===== src/rtl/frac_lut6_cfg_pkg.sv =====
// Shared constants and state encoding for the fractured LUT6 configuration loader.
package frac_lut6_cfg_pkg;
  localparam int LUT_SIZE = 6;
  localparam int NUM_BITS = 2**LUT_SIZE;
  localparam int CNT_W    = LUT_SIZE + 1;

  typedef enum logic [1:0] {
    IDLE   = 2'd0,
    SHIFT  = 2'd1,
    COMMIT = 2'd2,
    DONE   = 2'd3
  } state_t;
endpackage


===== src/rtl/frac_lut6_cfg_loader_if.sv =====
// Serial configuration stream in, committed truth table out; master drives the stream.
interface frac_lut6_cfg_loader_if;
  import frac_lut6_cfg_pkg::*;

  logic                cfg_start;
  logic                cfg_valid;
  logic                cfg_bit;
  logic                cfg_ready;
  logic                ccff_tail;
  logic [0:NUM_BITS-1] sram;
  logic [0:NUM_BITS-1] sram_inv;
  logic                cfg_done;
  logic                cfg_err;

  modport master (
    output cfg_start, cfg_valid, cfg_bit,
    input  cfg_ready, ccff_tail, sram, sram_inv, cfg_done, cfg_err
  );

  modport slave (
    input  cfg_start, cfg_valid, cfg_bit,
    output cfg_ready, ccff_tail, sram, sram_inv, cfg_done, cfg_err
  );
endinterface


===== src/rtl/frac_lut6_cfg_shreg.sv =====
// Shadow shift register, accepted-bit counter and chain tail; one bit per i_shift, no latency.
// Clear-count wins over shift so a restart discards the same-cycle bit.
module frac_lut6_cfg_shreg
  import frac_lut6_cfg_pkg::*;
(
  input  logic                clk,
  input  logic                rst,
  input  logic                i_shift,
  input  logic                i_bit,
  input  logic                i_clr_cnt,
  output logic [0:NUM_BITS-1] o_shadow,
  output logic                o_tail,
  output logic                o_last
);
  logic [0:NUM_BITS-1] r_shadow;
  logic [CNT_W-1:0]    r_count;
  logic                r_tail;

  always_ff @(posedge clk) begin
    if (rst) begin
      r_shadow <= '0;
      r_count  <= '0;
      r_tail   <= 1'b0;
    end else if (i_clr_cnt) begin
      r_count <= '0;
    end else if (i_shift) begin
      // New bits enter at the high index so the first bit lands at index 0.
      r_tail   <= r_shadow[0];
      r_shadow <= {r_shadow[1:NUM_BITS-1], i_bit};
      r_count  <= r_count + CNT_W'(1);
    end
  end

  assign o_shadow = r_shadow;
  assign o_tail   = r_tail;
  assign o_last   = (r_count == CNT_W'(NUM_BITS - 1));
endmodule


===== src/rtl/frac_lut6_cfg_loader.sv =====
// Loads a LUT6 truth table serially and commits all 64 bits atomically one cycle after the last bit.
// cfg_ready is high only in SHIFT; stalls on cfg_valid simply hold the stream position.
module frac_lut6_cfg_loader
  import frac_lut6_cfg_pkg::*;
(
  input  logic                   prog_clk,
  input  logic                   pReset,
  frac_lut6_cfg_loader_if.slave  bus
);
  state_t              r_state;
  logic [0:NUM_BITS-1] r_sram;
  logic [0:NUM_BITS-1] r_sram_inv;
  logic                r_done;
  logic                r_err;

  logic                w_in_shift;
  logic                w_hs;
  logic                w_shift;
  logic                w_clr;
  logic                w_last;
  logic                w_tail;
  logic [0:NUM_BITS-1] w_shadow;

  assign w_in_shift = (r_state == SHIFT);
  assign w_hs       = bus.cfg_valid & w_in_shift;
  assign w_shift    = w_hs & ~bus.cfg_start;
  assign w_clr      = bus.cfg_start & (r_state != COMMIT);

  frac_lut6_cfg_shreg u_shreg (
    .clk       (prog_clk),
    .rst       (pReset),
    .i_shift   (w_shift),
    .i_bit     (bus.cfg_bit),
    .i_clr_cnt (w_clr),
    .o_shadow  (w_shadow),
    .o_tail    (w_tail),
    .o_last    (w_last)
  );

  always_ff @(posedge prog_clk) begin
    if (pReset) begin
      r_state    <= IDLE;
      r_sram     <= '0;
      r_sram_inv <= '1;
      r_done     <= 1'b0;
      r_err      <= 1'b0;
    end else begin
      case (r_state)
        IDLE: begin
          if (bus.cfg_start) begin
            r_state <= SHIFT;
            r_err   <= 1'b0;
          end
        end
        SHIFT: begin
          if (bus.cfg_start) begin
            r_err <= 1'b1;
          end else if (w_hs && w_last) begin
            r_state <= COMMIT;
          end
        end
        COMMIT: begin
          r_sram     <= w_shadow;
          r_sram_inv <= ~w_shadow;
          r_done     <= 1'b1;
          r_state    <= DONE;
        end
        DONE: begin
          if (bus.cfg_start) begin
            r_state <= SHIFT;
            r_done  <= 1'b0;
            r_err   <= 1'b0;
          end
        end
        default: r_state <= IDLE;
      endcase
    end
  end

  assign bus.cfg_ready = w_in_shift;
  assign bus.ccff_tail = w_tail;
  assign bus.sram      = r_sram;
  assign bus.sram_inv  = r_sram_inv;
  assign bus.cfg_done  = r_done;
  assign bus.cfg_err   = r_err;
endmodule


===== src/flat_wrapper.sv =====
// flat-port wrapper written by rule: the top's interface ports become plain ports
module frac_lut6_cfg_loader_flat import frac_lut6_cfg_pkg::*;
  (prog_clk, pReset, bus_cfg_start, bus_cfg_valid, bus_cfg_bit, bus_cfg_ready, bus_ccff_tail, bus_sram, bus_sram_inv, bus_cfg_done, bus_cfg_err);
  frac_lut6_cfg_loader_if bus_i ();
  input  logic prog_clk;
  input  logic pReset;
  input wire logic [$bits(bus_i.cfg_start)-1:0] bus_cfg_start;
  input wire logic [$bits(bus_i.cfg_valid)-1:0] bus_cfg_valid;
  input wire logic [$bits(bus_i.cfg_bit)-1:0] bus_cfg_bit;
  output wire logic [$bits(bus_i.cfg_ready)-1:0] bus_cfg_ready;
  output wire logic [$bits(bus_i.ccff_tail)-1:0] bus_ccff_tail;
  output wire logic [$bits(bus_i.sram)-1:0] bus_sram;
  output wire logic [$bits(bus_i.sram_inv)-1:0] bus_sram_inv;
  output wire logic [$bits(bus_i.cfg_done)-1:0] bus_cfg_done;
  output wire logic [$bits(bus_i.cfg_err)-1:0] bus_cfg_err;
  assign bus_i.cfg_start = bus_cfg_start;
  assign bus_i.cfg_valid = bus_cfg_valid;
  assign bus_i.cfg_bit = bus_cfg_bit;
  assign bus_cfg_ready = bus_i.cfg_ready;
  assign bus_ccff_tail = bus_i.ccff_tail;
  assign bus_sram = bus_i.sram;
  assign bus_sram_inv = bus_i.sram_inv;
  assign bus_cfg_done = bus_i.cfg_done;
  assign bus_cfg_err = bus_i.cfg_err;
  frac_lut6_cfg_loader u_core (.prog_clk(prog_clk), .pReset(pReset), .bus(bus_i));
endmodule

===== config.mk =====
export PLATFORM = sky130hd
export DESIGN_NAME = frac_lut6_cfg_loader_flat
export DESIGN_NICKNAME = d
export VERILOG_FILES = /design/src/rtl/frac_lut6_cfg_pkg.sv /design/src/rtl/frac_lut6_cfg_loader_if.sv /design/src/rtl/frac_lut6_cfg_shreg.sv /design/src/rtl/frac_lut6_cfg_loader.sv /design/src/flat_wrapper.sv
export SDC_FILE = /design/constraint.sdc
export NUM_CORES = 1
export LEC_CHECK = 0
export ABC_AREA = 0
export BUFFER_PORTS_ARGS = -buffer_cell sky130_fd_sc_hd__buf_2
export CORE_UTILIZATION = 50
export DETAILED_ROUTE_END_ITERATION = 7
export HOLD_SLACK_MARGIN = 0.05
export PLACE_DENSITY = 0.83
export SYNTH_ARGS = -nofsm -noshare
export SYNTH_HDL_FRONTEND = slang
export SYNTH_SLANG_ARGS = --single-unit

===== constraint.sdc =====
create_clock -name prog_clk -period 3.2 [get_ports prog_clk]
set_input_delay 0.32 -clock prog_clk [delete_from_list [all_inputs] [get_ports prog_clk]]
set_output_delay 0.32 -clock prog_clk [all_outputs]
set_load 0.1 [all_outputs]

==> results of run 1 <==
-- cells by family (layout without fill, tap and decap cells) --
logic type / Yosys count / count (layout)
DFF: 204 / 204
buffers and inverters: 63 / 184
AOI/OAI and AO/OA: 210 / 210
and+or+nand+nor: 347 / 347
xor gates and xnor gates: 1 / 1
adders and majority gates: 4 / 4
-- registers in the layout (all words and copies together), names as in the netlist --
signal / cells
u_core.bus.cfg_err: 1
u_core.u_shreg.r_count: 7
u_core.u_shreg.o_shadow: 64
u_core.r_state: 2
u_core.bus.cfg_done: 1
u_core.u_shreg.o_tail: 1
u_core.bus.sram: 64
u_core.bus.sram_inv: 64
-- layout by cell type, fill, tap and decap left out, drive strengths merged --
cell type / synthesis / layout
nor2: 4 / 4
bufinv: 0 / 2
clkbuf: 43 / 30
a311oi: 1 / 1
nor3b: 1 / 1
nand3b: 1 / 1
a21boi: 1 / 1
o21ai: 67 / 67
nand2: 263 / 263
a211oi: 1 / 1
a21oi: 136 / 136
or3: 3 / 3
nor2b: 1 / 1
clkinv: 0 / 3
ha: 4 / 4
and3b: 1 / 1
buf: 16 / 143
nand2b: 67 / 67
o31ai: 2 / 2
inv: 4 / 6
dfxtp: 204 / 204
a31o: 1 / 1
xnor2: 1 / 1
nand3: 3 / 3
or4: 2 / 2
or2b: 1 / 1
a22oi: 1 / 1
-- worst max-delay path, delay by kind of cell (launching register included) --
kind                       cells  cell delay [ns]
DFF                            1             0.35
adders and majority gates      1             0.31
buffers and inverters          1             0.09
AOI/OAI and AO/OA              1             0.26
and+or+nand+nor                2             1.03
-- where the power goes --
part	switching, uW	total, uW	internal, uW	leakage, uW
clock	947	2420	1470	0.000344
sequential	20.9	2580	2560	0.00165
combinational	476	668	191	0.00112
total	1440	5670	4220	0.00311
-- how the worst max path moves through the flow --
stage / slack, ns / start / endpoint
floorplan: 0.90 / u_core.r_state[0]$_SDFFE_PP0P_ / u_core.r_state[1]$_SDFFE_PP0P_
global placement: 1.11 / u_core.r_state[1]$_SDFFE_PP0P_ / u_core.r_state[1]$_SDFFE_PP0P_
detailed placement: 1.05 / u_core.r_state[1]$_SDFFE_PP0P_ / u_core.r_state[1]$_SDFFE_PP0P_
CTS: 1.03 / u_core.r_state[1]$_SDFFE_PP0P_ / u_core.r_state[1]$_SDFFE_PP0P_
global route: 0.89 / u_core.r_state[1]$_SDFFE_PP0P_ / u_core.r_state[0]$_SDFFE_PP0P_
finish: 1.05 / u_core.r_state[1]$_SDFFE_PP0P_ / u_core.r_state[1]$_SDFFE_PP0P_
-- layer usage --
metal | vias up | track usage [%] | share of wire (%)
met1 | 2653 | 25.9 | 48
met5 | - | 0 | 0
met2 | 139 | 33.7 | 46
met4 | 0 | 4.63 | 1.3
met3 | 15 | 3.96 | 4.9
li1 | 2905 | - | -
-- per-stage QoR --
step	utilization (%)	power (uW)
after floorplan	-	3170
final	62.8	5670
after global routing	62.8	5880
after global placement	57.7	3310
after CTS	62.8	5730
after detailed placement	57.7	3320
-- area by class of cell --
class	count	area [um^2]	area share (%)
Clock buffer	30	599	7.09
Clock inverter	7	95.1	1.12
Inverter	4	15.0	0.178
Multi-Input combinational cell	562	2670	31.6
Sequential cell	204	4080	48.3
Tap cell	176	220	2.60
Timing Repair Buffer	143	773	9.15
==> metrics.md, run 1 <==
| Metric | Value |
|---|---|
| Initial Util | `~52%` |
| Final net count | `about 950` |
| Initial drt markers | `382` |
| Result of the run | `finished clean` |
| Fraction of synthesized cell area in xor and xnor cells | `less than 1%` |
| Count of hold buffers inserted by post-cts repair | `0` |
| Total negative slack | `0 ns` |
| Clock Pin Slew Worst Setup and Hold Paths | `0.06 ns` |
| Total of flip-flops plus latches after synthesis | `204` |
| Worst stage delay on the critical path | `between 0.6 and 0.7 ns` |
| Root Driver | `sky130_fd_sc_hd__clkbuf_16` |
| Final cell area excluding filler cells | `0.00845 mm^2` |
| Number of failing hold endpoints at the final stage | `0` |
| Number of cells on the worst hold path | `3` |
| Pin count of the biggest net entering global routing | `80` |
| DRT Wirelength | `between 10 and 15 mm` |
| Critical-path cell list | `inv_1, ha_1, nand3b_4, or4_4, a311oi_1` |
| # IOs | `137` |
| Post-CTS setup buffer count | `0` |
| Synthesized-area fraction occupied by ao, oa, aoi and oai cells | `15.3%` |
| Die ar. | `~0.014 mm^2` |
| Via count of the first global-routing pass | `between 5000 and 6000` |
| Std-Cell Core Area | `0.0135 mm^2` |
| TritonCTS sink count | `between 200 and 250` |
| Slew Limit Fails | `0` |
| Number of cells traversed by the worst register-to-register path | `5` |
| Buffers on Ports | `136` |
| Estimated wirelength of the detail-placed design | `about 8.9 mm` |
| Biggest fanout along the worst timing path | `42` |
| Fraction of the cycle the final worst path needs | `around two thirds` |
| Max rail drop VDD | `~0.42 mV` |
| Biggest area contributors in the synthesized netlist | `sky130_fd_sc_hd__dfxtp_1 58%, sky130_fd_sc_hd__nand2_1 14%, sky130_fd_sc_hd__a21oi_1 9.7%, sky130_fd_sc_hd__nand2b_1 6.0%, sky130_fd_sc_hd__o21ai_0 4.1%` |
| PostCTS Resize Cnt | `0` |
| Number of remaining DRC errors | `0` |
| Worst setup slack after placement | `between 1 and 1.5 ns` |
| Lkg Pwr | `slightly above 0.003 uW` |
| Count of yosys warnings during synthesis | `0` |
| Post-Syn Instances | `slightly above 800` |
| Routed wire length per instance | `12.8 um` |
| Simple-gate share of the synthesized area | `between 20% and 30%` |
| Critical-path cell with the highest stage delay | `sky130_fd_sc_hd__or4_4` |
| Instance area after placement | `~0.0078 mm^2` |
| Clock tree skew after final layout | `a little over 0.01 ns` |
| Drt pass-1 iters | `4` |
| Endpoint of the worst hold path | `u_core.u_shreg.o_shadow[63]$_SDFFE_PP0P_` |
| Global-route wire length before repair | `24.1 mm` |
| Data required time of the worst path | `between 3 and 4 ns` |
| Power per Cell Area | `~670 mW/mm^2` |
| Synthesized cell area | `0.00699 mm^2` |
| Vertical die dimension | `~120 um` |
| Critical register-to-register path startpoint | `u_core.r_state[1]$_SDFFE_PP0P_` |
| Number of antenna violations at the first check in global routing | `0` |
| Path type of the worst setup path | `flip-flop to flip-flop` |
| Reported max-cap violation count | `0` |
| Worst-skew pair later-pin latency | `0.48 ns` |
| Die width | `around 120 um` |
| Total of fill cells in the finished design | `about 1200` |
| Worst reg-to-reg setup slack | `~1.1 ns` |
| Row count | `42` |
| Slew Limit Headroom | `approximately 53%` |
| Share of final-layout standard cells stronger than drive strength 1 | `between 10% and 20%` |
| Gp weighted congestion | `0.722` |
| Yosys top cell by area | `sky130_fd_sc_hd__dfxtp_1` |
| Post-route ant nets | `0` |
| Global-route congestion overflow total | `0` |
| Slew @ Worst Pin | `approximately 0.71 ns` |
| Growth of design area from synthesis to finish | `20.9%` |
| Beginning of the worst hold path | `bus_cfg_bit` |
| Type of element launching the critical path | `flip-flop` |
| Portion of netlist area occupied by mux cells | `0%` |
| Number of antenna cells inserted | `0` |
| WP data arrival | `between 2 and 3 ns` |
| Post-DR vias/cell | `just over 5` |
| Cells after DPL | `about 1100` |
| Share of flip-flops with an asynchronous set or reset after synthesis | `0%` |
| Final setup violation count | `0` |
| Count of flip-flops with a built-in enable after synthesis | `0` |
| Capture point of the worst reg-to-reg path | `u_core.r_state[1]$_SDFFE_PP0P_` |
| Worst hold margin | `approximately 0.08 ns` |
| Cell with the most instances after synthesis | `sky130_fd_sc_hd__nand2_1` |
| Vias | `between 5000 and 6000` |
| Largest family of logic cells by synthesized area | `simple AND/OR/NAND/NOR gates` |
| Number of clock buffers inserted by TritonCTS | `21` |
| Minimum period implied by the final worst setup slack | `between 2 and 2.5 ns` |
| RSZ-0062 raised after global routing | `false` |
| Maximum clock rate | `between 400 and 500 MHz` |
| Main flop type after synthesis | `sky130_fd_sc_hd__dfxtp_1` |
| Synth Area per Inst | `approximately 8.4 um^2` |
| Synth unique cells | `29` |
| Synth Area in Adders | `less than 1%` |
| Part of the Yosys area used for sequential elements | `around three fifths` |
| Worst path setup slack after routing | `around 1.1 ns` |
| Final Non-Filler Cells | `approximately 1100` |
| Net count after synthesis | `838` |
| Maximum root-to-sink buffer count | `3` |
| Kind of end point of the critical path | `flip-flop` |
| Top cells by instance count after synthesis | `263 x sky130_fd_sc_hd__nand2_1, 204 x sky130_fd_sc_hd__dfxtp_1, 136 x sky130_fd_sc_hd__a21oi_1` |
| CTS H-tree lvls | `1` |
| Post-synth top area share | `58.4%` |
| Clock tree from TritonCTS | `yes` |
| Total global-route track usage | `19.8%` |
| Classification of the worst-slack hold path | `input pin to flip-flop` |
No activity file was read; power rests on OpenSTA's default activity.
==> inputs of run 2 (changes only) <==
Clock period 3.2 ns to 2.1 ns, I/O delays scaled along.
==> metrics.md, run 2 (synthesized netlist as in run 1, its figures left out) <==
| Metric | Value |
|---|---|
| Number of antenna cells inserted | `0` |
| Buffers on Ports | `between 100 and 150` |
| Pin count of the biggest net entering global routing | `134` |
| Growth of design area from synthesis to finish | `21.0%` |
| Clock tree skew after final layout | `between 0.006 and 0.007 ns` |
| Commonest cells after routing, fill and taps aside | `263 x sky130_fd_sc_hd__nand2_1, 204 x sky130_fd_sc_hd__dfxtp_1, 136 x sky130_fd_sc_hd__a21oi_1, 135 x sky130_fd_sc_hd__buf_2, 67 x sky130_fd_sc_hd__nand2b_1` |
| Initial Util | `between 50% and 60%` |
| Routed wire length per instance | `~13 um` |
| Minimum period implied by the final worst setup slack | `1.91 ns` |
| Critical-path cell with the highest stage delay | `sky130_fd_sc_hd__buf_2` |
| Initial drt markers | `between 400 and 500` |
| Final setup violation count | `0` |
| Total global-route track usage | `20.2%` |
| Post-route ant nets | `0` |
| Die ar. | `roughly 0.014 mm^2` |
| Share of final-layout standard cells stronger than drive strength 1 | `between 10% and 20%` |
| Estimated wirelength of the detail-placed design | `slightly above 9 mm` |
| Clock tree from TritonCTS | `yes` |
| DRT Wirelength | `between 10 and 15 mm` |
| Clock Pin Slew Worst Setup and Hold Paths | `0.06 ns` |
| Row count | `between 40 and 50` |
| Instance area after placement | `0.00783 mm^2` |
| Reported max-cap violation count | `0` |
| # IOs | `137` |
| Max rail drop VDD | `about 0.64 mV` |
| Type of element launching the critical path | `flip-flop` |
| Number of antenna violations at the first check in global routing | `0` |
| Number of failing hold endpoints at the final stage | `0` |
| Slew Limit Headroom | `58.2%` |
| Drt pass-1 iters | `7` |
| Total of fill cells in the finished design | `between 1000 and 1500` |
| RSZ-0062 raised after global routing | `false` |
| Kind of end point of the critical path | `output pin` |
| CTS H-tree lvls | `1` |
| Classification of the worst-slack hold path | `input pin to flip-flop` |
| Via count of the first global-routing pass | `5229` |
| Final cell area excluding filler cells | `around 0.0085 mm^2` |
| Critical-path cell list | `inv_1, ha_2, buf_2` |
| Count of hold buffers inserted by post-cts repair | `1` |
| Vertical die dimension | `roughly 120 um` |
| Global-route wire length before repair | `approximately 24 mm` |
| Final net count | `950` |
| Post-CTS setup buffer count | `0` |
| Total negative slack | `0 ns` |
| Slew Limit Fails | `0` |
| Path type of the worst setup path | `flip-flop to output pin` |
| Slew @ Worst Pin | `around 0.63 ns` |
| Gp weighted congestion | `about 0.76` |
| Std-Cell Core Area | `around 0.013 mm^2` |
| Commonest non-fill, non-tap cell in the layout | `sky130_fd_sc_hd__nand2_1` |
| Fraction of the cycle the final worst path needs | `approximately nine tenths` |
| Global-route congestion overflow total | `0` |
| WP data arrival | `~1.7 ns` |
| Data required time of the worst path | `1.89 ns` |
| Worst stage delay on the critical path | `approximately 0.47 ns` |
| Worst-skew pair later-pin latency | `approximately 0.48 ns` |
| Number of clock buffers inserted by TritonCTS | `21` |
| Vias | `roughly 5700` |
| Number of remaining DRC errors | `0` |
| Root Driver | `sky130_fd_sc_hd__clkbuf_16` |
| Post-DR vias/cell | `a little over 5` |
| Maximum root-to-sink buffer count | `3` |
| Result of the run | `finished clean` |
| Die width | `around 120 um` |
| Lkg Pwr | `roughly 0.0031 uW` |
| Power per Cell Area | `a little under 1000 mW/mm^2` |
| PostCTS Resize Cnt | `0` |
| TritonCTS sink count | `about 200` |
| Maximum clock rate | `roughly 520 MHz` |
| Biggest fanout along the worst timing path | `7` |
run 2: path summary, 6_finish.rpt:
kind	from	endpoint	slack (ns)	cells after the start
worst min-delay path	pReset	u_core.bus.sram_inv[41]$_SDFFE_PP1P_	0.10	3
worst max register to register	u_core.r_state[1]$_SDFFE_PP0P_	u_core.r_state[1]$_SDFFE_PP0P_	0.30	5
worst min register to register	u_core.bus.sram_inv[10]$_SDFFE_PP1P_	u_core.bus.sram_inv[10]$_SDFFE_PP1P_	0.46	2
worst max-delay path	u_core.r_state[1]$_SDFFE_PP0P_	bus_cfg_ready	0.19	3
run 2: worst max-delay path, delay by kind of cell, from the launching register on:
kind	cells	cell delay, ns
adder cells (fa/ha/maj)	1	0.27
buffers and inverters	2	0.58
flip-flops	1	0.36
run 2: final cells by class:
type | instances | area, um^2 | area share, %
multi-input combinational | 562 | 2670 | 31.5
clock buffer | 28 | 582 | 6.87
tap | 176 | 220 | 2.60
inverter | 4 | 15.0 | 0.177
sequential | 204 | 4080 | 48.3
timing repair buffer | 148 | 851 | 10.1
clock inverter | 7 | 41.3 | 0.488
run 2: metrics by stage:
step	total power [uW]	hold WS [ns]	utilization [%]	setup slack, ns	cells
global placement	5100	0.439	58.2	0.414	1093
floorplan	4840	0.346	-	0.146	829
detailed placement	5110	0.447	58.2	0.367	1093
finish	8390	0.102	62.9	0.190	1129
CTS	8490	0.0913	62.9	0.178	1129
global route	8730	0.116	62.9	0.141	1129
run 2: report_power, final:
part / leakage, uW / internal [uW] / switching (uW)
Combinational: 0.00116 / 339 / 742
Sequential: 0.00165 / 3910 / 32.9
Clock: 0.000309 / 1940 / 1430
run 2: metal layers:
layer | track usage (%) | share of wire (%) | up-vias
met5 | 0 | 0 | -
met4 | 5.86 | 1.7 | 0
met3 | 4.53 | 6.3 | 22
met2 | 32.9 | 46 | 171
met1 | 27.0 | 46 | 2601
li1 | - | - | 2926
==> inputs of run 3 (changes only) <==
Settings changed: PLACE_DENSITY 0.83 to 0.73.
==> metrics.md, run 3 (synthesized netlist as in run 1, its figures left out) <==
| Metric | Value |
|---|---|
| Result of the run | `finished clean` |
| Maximum root-to-sink buffer count | `3` |
| Number of failing hold endpoints at the final stage | `0` |
| Commonest non-fill, non-tap cell in the layout | `sky130_fd_sc_hd__nand2_1` |
| Final setup violation count | `0` |
| Number of antenna violations at the first check in global routing | `0` |
| Slew Limit Fails | `0` |
| Die ar. | `between 0.01 and 0.015 mm^2` |
| Via count of the first global-routing pass | `~5000` |
| Buffers on Ports | `roughly 140` |
| TritonCTS sink count | `204` |
| Data required time of the worst path | `1.89 ns` |
| Clock tree skew after final layout | `roughly 0.0056 ns` |
| Post-route ant nets | `0` |
| Relative contribution of the clock network to total power | `41.9%` |
| Total global-route track usage | `about a fifth` |
| Share of final-layout standard cells stronger than drive strength 1 | `19.2%` |
| Max rail drop VDD | `just under 0.7 mV` |
| Reported max-cap violation count | `0` |
| Power per Cell Area | `just over 1000 mW/mm^2` |
| Number of remaining DRC errors | `0` |
| Global-route wire length before repair | `about 24 mm` |
| Initial Util | `between 50% and 60%` |
| Classification of the worst-slack hold path | `input pin to flip-flop` |
| Clock tree from TritonCTS | `yes` |
| Power share of the sequential group | `a little under half` |
| Global-route congestion overflow total | `0` |
| Final Non-Filler Cells | `~1100` |
| Maximum clock rate | `530 MHz` |
| Fraction of the cycle the final worst path needs | `between 80% and 90%` |
| CTS H-tree lvls | `1` |
| # IOs | `roughly 140` |
| Worst-skew pair later-pin latency | `0.48 ns` |
| Vias | `roughly 5700` |
| Worst hold margin | `0.114 ns` |
| Pin count of the biggest net entering global routing | `134` |
| Number of clock buffers inserted by TritonCTS | `21` |
| Final net count | `around 950` |
| Number of antenna cells inserted | `0` |
| Switching Share | `between 20% and 30%` |
| Routed wire length per instance | `~13 um` |
| Sw Pwr | `~2200 uW` |
| Part of the power in combinational logic | `roughly an eighth` |
| Clock Pin Slew Worst Setup and Hold Paths | `about 0.06 ns` |
| Std-Cell Core Area | `roughly 0.013 mm^2` |
| Slew Limit Headroom | `between 60% and 70%` |
| Type of element launching the critical path | `flip-flop` |
| Commonest cells after routing, fill and taps aside | `263 x sky130_fd_sc_hd__nand2_1, 204 x sky130_fd_sc_hd__dfxtp_1, 136 x sky130_fd_sc_hd__a21oi_1, 135 x sky130_fd_sc_hd__buf_2, 67 x sky130_fd_sc_hd__nand2b_1` |
| Initial drt markers | `303` |
| Post-DR vias/cell | `approximately 5.0` |
| Lkg Pwr | `between 0.003 and 0.004 uW` |
| Total negative slack | `0 ns` |
| Die width | `roughly 120 um` |
| Post-CTS setup buffer count | `0` |
| Tot Pwr | `8610 uW` |
| Drt pass-1 iters | `5` |
| Vertical die dimension | `120 um` |
| Internal | `between 6000 and 7000 uW` |
| DRT Wirelength | `14.4 mm` |
| Growth of design area from synthesis to finish | `21.5%` |
| Row count | `42` |
| Cells after DPL | `1095` |
| WP data arrival | `approximately 1.7 ns` |
| Gp weighted congestion | `0.703` |
| Root Driver | `sky130_fd_sc_hd__clkbuf_16` |
| Slew @ Worst Pin | `0.590 ns` |
| Path type of the worst setup path | `flip-flop to output pin` |
| Biggest fanout along the worst timing path | `7` |
| RSZ-0062 raised after global routing | `false` |
| Kind of end point of the critical path | `output pin` |
| Minimum period implied by the final worst setup slack | `1.89 ns` |
| Estimated wirelength of the detail-placed design | `8.80 mm` |
-- run 3: what timing repair did --
item / 4_1_cts / 5_1_grt
endpoints found under the setup margin: 0 / 0
hold buffers: 1 / 0
gates resized for setup: 0 / 0
endpoints found under the hold margin: 1 / 0
-- run 3: through the flow --
stage                     setup WS [ns]  util [%]  area [um^2]
after floorplan                   0.146         -         6990
after global placement            0.438      58.1         7820
after detailed placement          0.371      58.1         7820
after CTS                         0.183      63.2         8500
after global routing              0.152      63.2         8500
final                             0.212      63.2         8500
-- run 3: final timing paths --
kind,cells past startpoint,from,endpoint,slack (ns)
max reg2reg,5,u_core.r_state[1]$_SDFFE_PP0P_,u_core.r_state[1]$_SDFFE_PP0P_,0.33
min reg2reg,2,u_core.bus.sram_inv[3]$_SDFFE_PP1P_,u_core.bus.sram_inv[3]$_SDFFE_PP1P_,0.46
max,3,u_core.r_state[1]$_SDFFE_PP0P_,bus_cfg_ready,0.21
min,4,bus_cfg_start,u_core.bus.cfg_done$_SDFFE_PP0P_,0.11
-- run 3: final cells by class --
type | instances | area (um^2)
clock buffer | 31 | 593
fill | 1179 | 4950
clock inverter | 5 | 75.1
sequential | 204 | 4080
inverter | 4 | 15.0
multi-input combinational | 562 | 2670
timing repair buffer | 150 | 841
tap | 176 | 220
-- run 3: worst max-delay path, stage by stage, from the launching register on --
cell	delay, ns
sky130_fd_sc_hd__dfxtp_1	0.36
sky130_fd_sc_hd__inv_1	0.10
sky130_fd_sc_hd__ha_2	0.27
sky130_fd_sc_hd__buf_2	0.47
-- run 3: power groups by stage --
| stage | clock (uW) | sequential (uW) | combinational (uW) |
|---|---|---|---|
| floorplan | 0 | 4110 | 724 |
| global placement | 0 | 4020 | 1060 |
| detailed placement | 0 | 4020 | 1070 |
| CTS | 3700 | 3940 | 1070 |
| global route | 3860 | 3940 | 1160 |
| finish | 3610 | 3940 | 1060 |
-- run 3: metal layers --
layer,vias to the layer above,GRT usage (%),wire length [um]
met1,2591,26.8,6920
li1,2924,-,-
met3,28,4.06,822
met2,133,32.2,6420
met4,0,5.79,276
met5,-,0,0
